## config.mk

```make
export PLATFORM = sky130hd
export DESIGN_NAME = fix_c_mult_stream
export DESIGN_NICKNAME = d
export VERILOG_FILES = /design/src/rtl/fix_pkg.sv /design/src/rtl/fix_c_mult_lane.sv /design/src/rtl/fix_c_mult_stream.sv
export SDC_FILE = /design/constraint.sdc
export NUM_CORES = 2
export LEC_CHECK = 0
export ABC_AREA = 0
export BUFFER_PORTS_ARGS = -buffer_cell sky130_fd_sc_hd__buf_4
export CORE_MARGIN = 3
export CORE_UTILIZATION = 60
export CTS_CLUSTER_DIAMETER = 200
export DETAILED_ROUTE_END_ITERATION = 8
export GPL_TIMING_DRIVEN = 0
export PLACE_DENSITY_LB_ADDON = 0.08
export SYNTH_ARGS = -nofsm -noshare
export SYNTH_HDL_FRONTEND = slang
export SYNTH_SLANG_ARGS = --single-unit
```

## constraint.sdc

```tcl
create_clock -name clk -period 7.25 [get_ports clk]
set_clock_uncertainty 0.15 [all_clocks]
set_input_delay 0.725 -clock clk [delete_from_list [all_inputs] [get_ports clk]]
set_output_delay 0.725 -clock clk [all_outputs]
set_load 0.05 [all_outputs]
```

## src/rtl/fix_pkg.sv

```systemverilog
// Shared types and helpers for the fixed-point complex multiplier: rounding
// mode encoding, internal width helpers and the saturating clamp.
package fix_pkg;

    typedef enum logic {
        TRUNC       = 1'b0,
        RND_HALF_UP = 1'b1
    } round_mode_e;

    // Widest value the clamp helper can take; covers IN_WIDTH up to 31.
    localparam int SAT_MAX_W = 64;

    typedef struct packed {
        logic signed [SAT_MAX_W-1:0] value;
        logic                        sat;
    } sat_result_t;

    function automatic int prod_width(input int in_width);
        return 2 * in_width;
    endfunction

    function automatic int sum_width(input int in_width);
        return 2 * in_width + 2;
    endfunction

    function automatic sat_result_t fix_sat(input logic signed [SAT_MAX_W-1:0] value,
                                            input int out_width);
        logic signed [SAT_MAX_W-1:0] hi;
        logic signed [SAT_MAX_W-1:0] lo;
        sat_result_t                 res;
        hi        = (64'sd1 <<< (out_width - 1)) - 64'sd1;
        lo        = -(64'sd1 <<< (out_width - 1));
        res.value = value;
        res.sat   = 1'b0;
        if (value > hi) begin
            res.value = hi;
            res.sat   = 1'b1;
        end else if (value < lo) begin
            res.value = lo;
            res.sat   = 1'b1;
        end
        return res;
    endfunction

endpackage

```

## src/rtl/fix_c_mult_lane.sv

```systemverilog
// One complex-multiply lane: operand register, four products, then
// add/sub, round, shift and saturate into the output registers.
module fix_c_mult_lane
    import fix_pkg::*;
#(
    parameter int IN_WIDTH   = 16,
    parameter int OUT_WIDTH  = 16,
    parameter int ROUND_MODE = 1,
    parameter int SAT_EN     = 1,
    parameter int SHW        = $clog2(2 * IN_WIDTH + 2)
) (
    input  logic                 clk,
    input  logic                 rst,
    input  logic                 en,
    input  logic [IN_WIDTH-1:0]  a_r,
    input  logic [IN_WIDTH-1:0]  a_i,
    input  logic [IN_WIDTH-1:0]  b_r,
    input  logic [IN_WIDTH-1:0]  b_i,
    input  logic                 conj,
    input  logic [SHW-1:0]       shift_amount,
    output logic [OUT_WIDTH-1:0] out_r,
    output logic [OUT_WIDTH-1:0] out_i,
    output logic                 sat_flag,
    output logic                 sat_next
);
    localparam int              PW        = prod_width(IN_WIDTH);
    localparam int              SW        = sum_width(IN_WIDTH);
    localparam logic [SHW-1:0]  MAX_SHIFT = SHW'(SW - 1);
    localparam logic [SHW-1:0]  ONE_SHIFT = SHW'(1);
    localparam logic [SW-1:0]   ONE_SUM   = SW'(1);

    logic signed [IN_WIDTH-1:0] s1_ar, s1_ai, s1_br, s1_bi;
    logic                       s1_conj;
    logic [SHW-1:0]             s1_shift;
    logic signed [PW-1:0]       s2_rr, s2_ii, s2_ri, s2_ir;
    logic                       s2_conj;
    logic [SHW-1:0]             s2_shift;

    always_ff @(posedge clk) begin
        if (rst) begin
            s1_ar    <= '0;
            s1_ai    <= '0;
            s1_br    <= '0;
            s1_bi    <= '0;
            s1_conj  <= 1'b0;
            s1_shift <= '0;
            s2_rr    <= '0;
            s2_ii    <= '0;
            s2_ri    <= '0;
            s2_ir    <= '0;
            s2_conj  <= 1'b0;
            s2_shift <= '0;
        end else if (en) begin
            s1_ar    <= a_r;
            s1_ai    <= a_i;
            s1_br    <= b_r;
            s1_bi    <= b_i;
            s1_conj  <= conj;
            s1_shift <= (shift_amount > MAX_SHIFT) ? MAX_SHIFT : shift_amount;
            s2_rr    <= PW'(s1_ar) * PW'(s1_br);
            s2_ii    <= PW'(s1_ai) * PW'(s1_bi);
            s2_ri    <= PW'(s1_ar) * PW'(s1_bi);
            s2_ir    <= PW'(s1_ai) * PW'(s1_br);
            s2_conj  <= s1_conj;
            s2_shift <= s1_shift;
        end
    end

    logic signed [SW-1:0]        e_rr, e_ii, e_ri, e_ir;
    logic signed [SW-1:0]        sum_r, sum_i, bias, shf_r, shf_i;
    logic signed [SAT_MAX_W-1:0] wide_r, wide_i;
    sat_result_t                 clamp_r, clamp_i;
    logic [OUT_WIDTH-1:0]        res_r, res_i;
    logic                        flag_r, flag_i;

    always_comb begin
        e_rr    = SW'(s2_rr);
        e_ii    = SW'(s2_ii);
        e_ri    = SW'(s2_ri);
        e_ir    = SW'(s2_ir);
        sum_r   = e_rr - e_ii;
        sum_i   = e_ri + e_ir;
        bias    = '0;
        res_r   = '0;
        res_i   = '0;
        flag_r  = 1'b0;
        flag_i  = 1'b0;
        if (s2_conj) begin
            sum_r = e_rr + e_ii;
            sum_i = e_ir - e_ri;
        end
        // Half-up bias sits just below the bit that becomes the new LSB.
        if (ROUND_MODE == int'(RND_HALF_UP) && s2_shift != '0) begin
            bias = ONE_SUM << (s2_shift - ONE_SHIFT);
        end
        shf_r   = (sum_r + bias) >>> s2_shift;
        shf_i   = (sum_i + bias) >>> s2_shift;
        wide_r  = SAT_MAX_W'(shf_r);
        wide_i  = SAT_MAX_W'(shf_i);
        clamp_r = fix_sat(wide_r, OUT_WIDTH);
        clamp_i = fix_sat(wide_i, OUT_WIDTH);
        if (SAT_EN != 0) begin
            res_r  = OUT_WIDTH'(clamp_r.value);
            res_i  = OUT_WIDTH'(clamp_i.value);
            flag_r = clamp_r.sat;
            flag_i = clamp_i.sat;
        end else begin
            res_r = OUT_WIDTH'(shf_r);
            res_i = OUT_WIDTH'(shf_i);
        end
    end

    assign sat_next = flag_r | flag_i;

    always_ff @(posedge clk) begin
        if (rst) begin
            out_r    <= '0;
            out_i    <= '0;
            sat_flag <= 1'b0;
        end else if (en) begin
            out_r    <= res_r;
            out_i    <= res_i;
            sat_flag <= sat_next;
        end
    end

endmodule

```

## src/rtl/fix_c_mult_stream.sv

```systemverilog
// Multi-lane pipelined fixed-point complex multiplier with a valid/ready
// stream interface, shared handshake and sticky overflow reporting.
module fix_c_mult_stream
    import fix_pkg::*;
#(
    parameter int N_LANES    = 1,
    parameter int IN_WIDTH   = 16,
    parameter int OUT_WIDTH  = 16,
    parameter int ROUND_MODE = 1,
    parameter int SAT_EN     = 1
) (
    input  logic                           clk,
    input  logic                           rst,
    input  logic                           in_valid,
    output logic                           in_ready,
    input  logic [N_LANES*IN_WIDTH-1:0]    opa_R,
    input  logic [N_LANES*IN_WIDTH-1:0]    opa_I,
    input  logic [N_LANES*IN_WIDTH-1:0]    opb_R,
    input  logic [N_LANES*IN_WIDTH-1:0]    opb_I,
    input  logic [N_LANES-1:0]             conj,
    input  logic [$clog2(2*IN_WIDTH+2)-1:0] shift_amount,
    output logic                           out_valid,
    input  logic                           out_ready,
    output logic [N_LANES*OUT_WIDTH-1:0]   out_R,
    output logic [N_LANES*OUT_WIDTH-1:0]   out_I,
    output logic [N_LANES-1:0]             sat_flag,
    input  logic                           clr_ovf,
    output logic                           ovf_sticky
);
    localparam int SHW = $clog2(2 * IN_WIDTH + 2);

    // Handshake: a beat transfers on any edge where valid && ready. The whole
    // pipeline advances only while the output register is empty or being
    // drained, so in_ready never depends on in_valid.
    logic                en;
    logic                v1, v2;
    logic [N_LANES-1:0]  sat_next;

    assign en       = !(out_valid && !out_ready);
    assign in_ready = en;

    always_ff @(posedge clk) begin
        if (rst) begin
            v1        <= 1'b0;
            v2        <= 1'b0;
            out_valid <= 1'b0;
        end else if (en) begin
            v1        <= in_valid;
            v2        <= v1;
            out_valid <= v2;
        end
    end

    // Bubbles carry garbage data, so only a valid beat may set the flag.
    always_ff @(posedge clk) begin
        if (rst) begin
            ovf_sticky <= 1'b0;
        end else if (en && v2 && |sat_next) begin
            ovf_sticky <= 1'b1;
        end else if (clr_ovf) begin
            ovf_sticky <= 1'b0;
        end
    end

    for (genvar k = 0; k < N_LANES; k++) begin : g_lane
        fix_c_mult_lane #(
            .IN_WIDTH   (IN_WIDTH),
            .OUT_WIDTH  (OUT_WIDTH),
            .ROUND_MODE (ROUND_MODE),
            .SAT_EN     (SAT_EN),
            .SHW        (SHW)
        ) u_lane (
            .clk          (clk),
            .rst          (rst),
            .en           (en),
            .a_r          (opa_R[k*IN_WIDTH +: IN_WIDTH]),
            .a_i          (opa_I[k*IN_WIDTH +: IN_WIDTH]),
            .b_r          (opb_R[k*IN_WIDTH +: IN_WIDTH]),
            .b_i          (opb_I[k*IN_WIDTH +: IN_WIDTH]),
            .conj         (conj[k]),
            .shift_amount (shift_amount),
            .out_r        (out_R[k*OUT_WIDTH +: OUT_WIDTH]),
            .out_i        (out_I[k*OUT_WIDTH +: OUT_WIDTH]),
            .sat_flag     (sat_flag[k]),
            .sat_next     (sat_next[k])
        );
    end

endmodule

```

==> impl_results.md <==
- Worst path slowest cell: o41ai_2
- Violated checks: capacitance limit, slew limit, setup timing
- Pwr Density: 390 mW/mm2
- Max Fclk: 119 MHz
- RSZ-0062 raised after global routing: yes
- Core area: 0.0986 mm2
- First-pass GRT wire length: 353,000 um
- Die Span X: 321 um
- CP Max Fanout: 4
- Ys flop type: dfxtp_1
- Post-synth EDFFs: 0
- Least-Margin Pin Slew: 1550 ps
- Sink Count: 243
- Type of the worst setup path: reg2reg
- Synth Area in XOR/XNOR: 0.0462
- Post-route ant nets: 0
- Slowest Stage Delay on Critical Path: 420 ps
- Main combinational cell family by area after synthesis: adder cells
- Layout area overhead: 14.5%
- Hold-fix buffers, CTS: 0
- Initial antenna violation count: 25
- Syn nets: 8,751
- Hold Path Class: in2reg
- Startpoint types: register
- Max_cap viols: 2
- Vias: 55,062
- CTS tree: yes
- Die Ht: 321 um
- Highest-count cells in the layout ignoring fill and taps: inv_1, nand2_1, fa_1
- Avg WL per Cell: 27.5 um
- Yosys warns: 0
- DRC viols: 0
- Worst R2R Start: g_lane[0].u_lane.s2_ri[1]
- Final Power: 26.6 mW
- Final worst slack: -1120 ps
- Synth top area share: 0.353
- Root Driver: clkbuf_16
- Max VDD drop: 0.416 mV
- Post-Synth Simple-Gate Area: 0.182
- GRT overflow: 0
- Nets: 9,062
- Cells after DPL: 8,557
- Worst Path Required: 7610 ps
- GPL Wtd Cong: 1.06
- Worst setup EP type: register
- Worst-skew pair later-pin latency: 620 ps
- Post-Layout Cell Count: 8,801
- Post-synthesis sequential area ratio: 0.0815
- Post-Synthesis Cells: 7,160
- Post-synthesis adder-cell area fraction: 0.450
- Commonest non-fill, non-tap cell in the layout: inv_1
- Share of synthesized registers carrying an async set or reset: 0
- Vias per inst: 6.26
- Max Root-Sink Buffers: 3
- Final hold vios: 0
- Syn_area_per_cell: 8.33 um2
- # IOs: 112
- Starting Density: 0.605
- Vias in the first global route: 55,347
- Clk pin slew, worst setup/hold paths: 50 ps
- Rows: 115
- Leakage: 31.0 nW
- IO Port Bufs: 110
- Largest area contributor in the netlist: fa_1
- Area contributors post-synth: fa_1, ha_1, dfxtp_1
- Routed WL: 242,000 um
- Worst path arrival time: 8730 ps
- Multiplexer area fraction after synthesis: 0.0233
- Mapped Area: 0.0597 mm2
- Setup crit start: g_lane[0].u_lane.s2_ri[1]
- Setup TNS: -31,600 ps
- Compound-cell area share of the yosys netlist: 0.119
- Post-detail-place hpwl: 196,000 um
- H-Tree Depth: 2
- Layout cell share with drive strength beyond 1: 0.136
- Clock buffer count from CTS: 35
- Number of synthesized register bits: 243
- Initial DRC count: 5,698
- Max-slew violation count: 21
- Final setup violation count: 32
- Relative slew slack: -0.0316
- Gr usage total: 0.468
- DR pass1 iterations: 9
- Final Cycle Share: 1.15
- Period minus WS final: 8370 ps
- Die area: 0.103 mm2
- Outcome: finished with violations
- Hold path startpoint: opa_I[12]
- Synth cell types: 100
- Pin count of the biggest net entering global routing: 15
==> stage by stage <==
step	cell area, um2	utilization	worst slack, ps	hold WS (ps)
floorplan	59900	-	-201	282
global placement	62300	0.632	-3140	289
detailed placement	62300	0.632	-3070	298
CTS	66500	0.674	-795	206
global route	68300	0.693	-1340	227
finish	68300	0.693	-1120	212
==> layout make-up <==
| cell class | count | area (um2) |
|---|---|---|
| inverter | 1182 | 4440 |
| buffer | 361 | 2390 |
| sequential | 243 | 5000 |
| tap | 1287 | 1610 |
| timing repair buffer | 287 | 2210 |
| multi-input combinational | 5361 | 51300 |
| fill | 8110 | 30300 |
| antenna | 19 | 47.5 |
| clock buffer | 41 | 948 |
| clock inverter | 20 | 319 |
==> repair_timing <==
action                                  4_1_cts  5_1_grt
resized for setup                           604      415
pin swaps                                   119      128
cloned                                        2        0
endpoints found under the setup margin       84       61
buffers inserted                            110       68
==> worst max-delay path: cells and delay by family, from the launching register on <==
kind,cells,cell delay (ps)
simple gates,19,2750
fa+ha+maj,3,770
buf+inv,5,740
compound gates,13,3050
flops,1,380
xor+xnor,2,410
==> state kept, by name, summed over array words and instances (netlist names), 16 cells and up <==
| name | cells |
|---|---|
| g_lane.u_lane.s2_ir | 32 |
| g_lane.u_lane.out_i | 16 |
| g_lane.u_lane.out_r | 16 |
| g_lane.u_lane.s1_bi | 16 |
| g_lane.u_lane.s1_br | 16 |
| g_lane.u_lane.s1_ar | 16 |
| g_lane.u_lane.s2_ii | 32 |
| g_lane.u_lane.s1_ai | 16 |
| g_lane.u_lane.s2_ri | 32 |
| g_lane.u_lane.s2_rr | 32 |
==> synth_stat cells (79+ instances only) <==
cell / instances
clkbuf_1: 338
nor3_1: 126
o21ai_0: 116
ha_1: 463
nand2_1: 1084
inv_1: 1178
a211oi_1: 82
nor2_1: 320
a21o_1: 79
nand2b_1: 93
fa_1: 1052
and2_1: 430
dfxtp_1: 243
a21oi_1: 461
xnor2_1: 229
==> kinds of logic after synthesis <==
family                     after synthesis
AOI/OAI and AO/OA                     1108
buffers and inverters                 1557
DFF                                    243
muxes                                  108
adders and majority gates             1516
xor gates and xnor gates               309
and+or+nand+nor                       2319
==> where the power goes <==
part	internal (mW)	switching (mW)
logic	8.83	13.7
clock network	1.20	0.780
registers	1.71	0.480
total	11.7	14.9
==> routing by layer <==
| layer | up-vias | global-route usage | part of all wire |
|---|---|---|---|
| met5 | - | 0 | 0.00044 |
| met4 | 18 | 0.415 | 0.12 |
| met3 | 1202 | 0.136 | 0.11 |
| met2 | 3536 | 0.707 | 0.43 |
| met1 | 26930 | 0.544 | 0.34 |
| li1 | 23376 | - | - |
==> final timing paths <==
check / to / slack (ps) / cells past startpoint
setup / recovery: g_lane[0].u_lane.out_i[11] / -1120 / 42
hold / removal: g_lane[0].u_lane.s1_ai[12] / 210 / 3
setup reg to reg: g_lane[0].u_lane.out_i[11] / -1120 / 42
hold reg to reg: ovf_sticky / 300 / 2
Note: power is estimated with default switching activity, not from simulation.
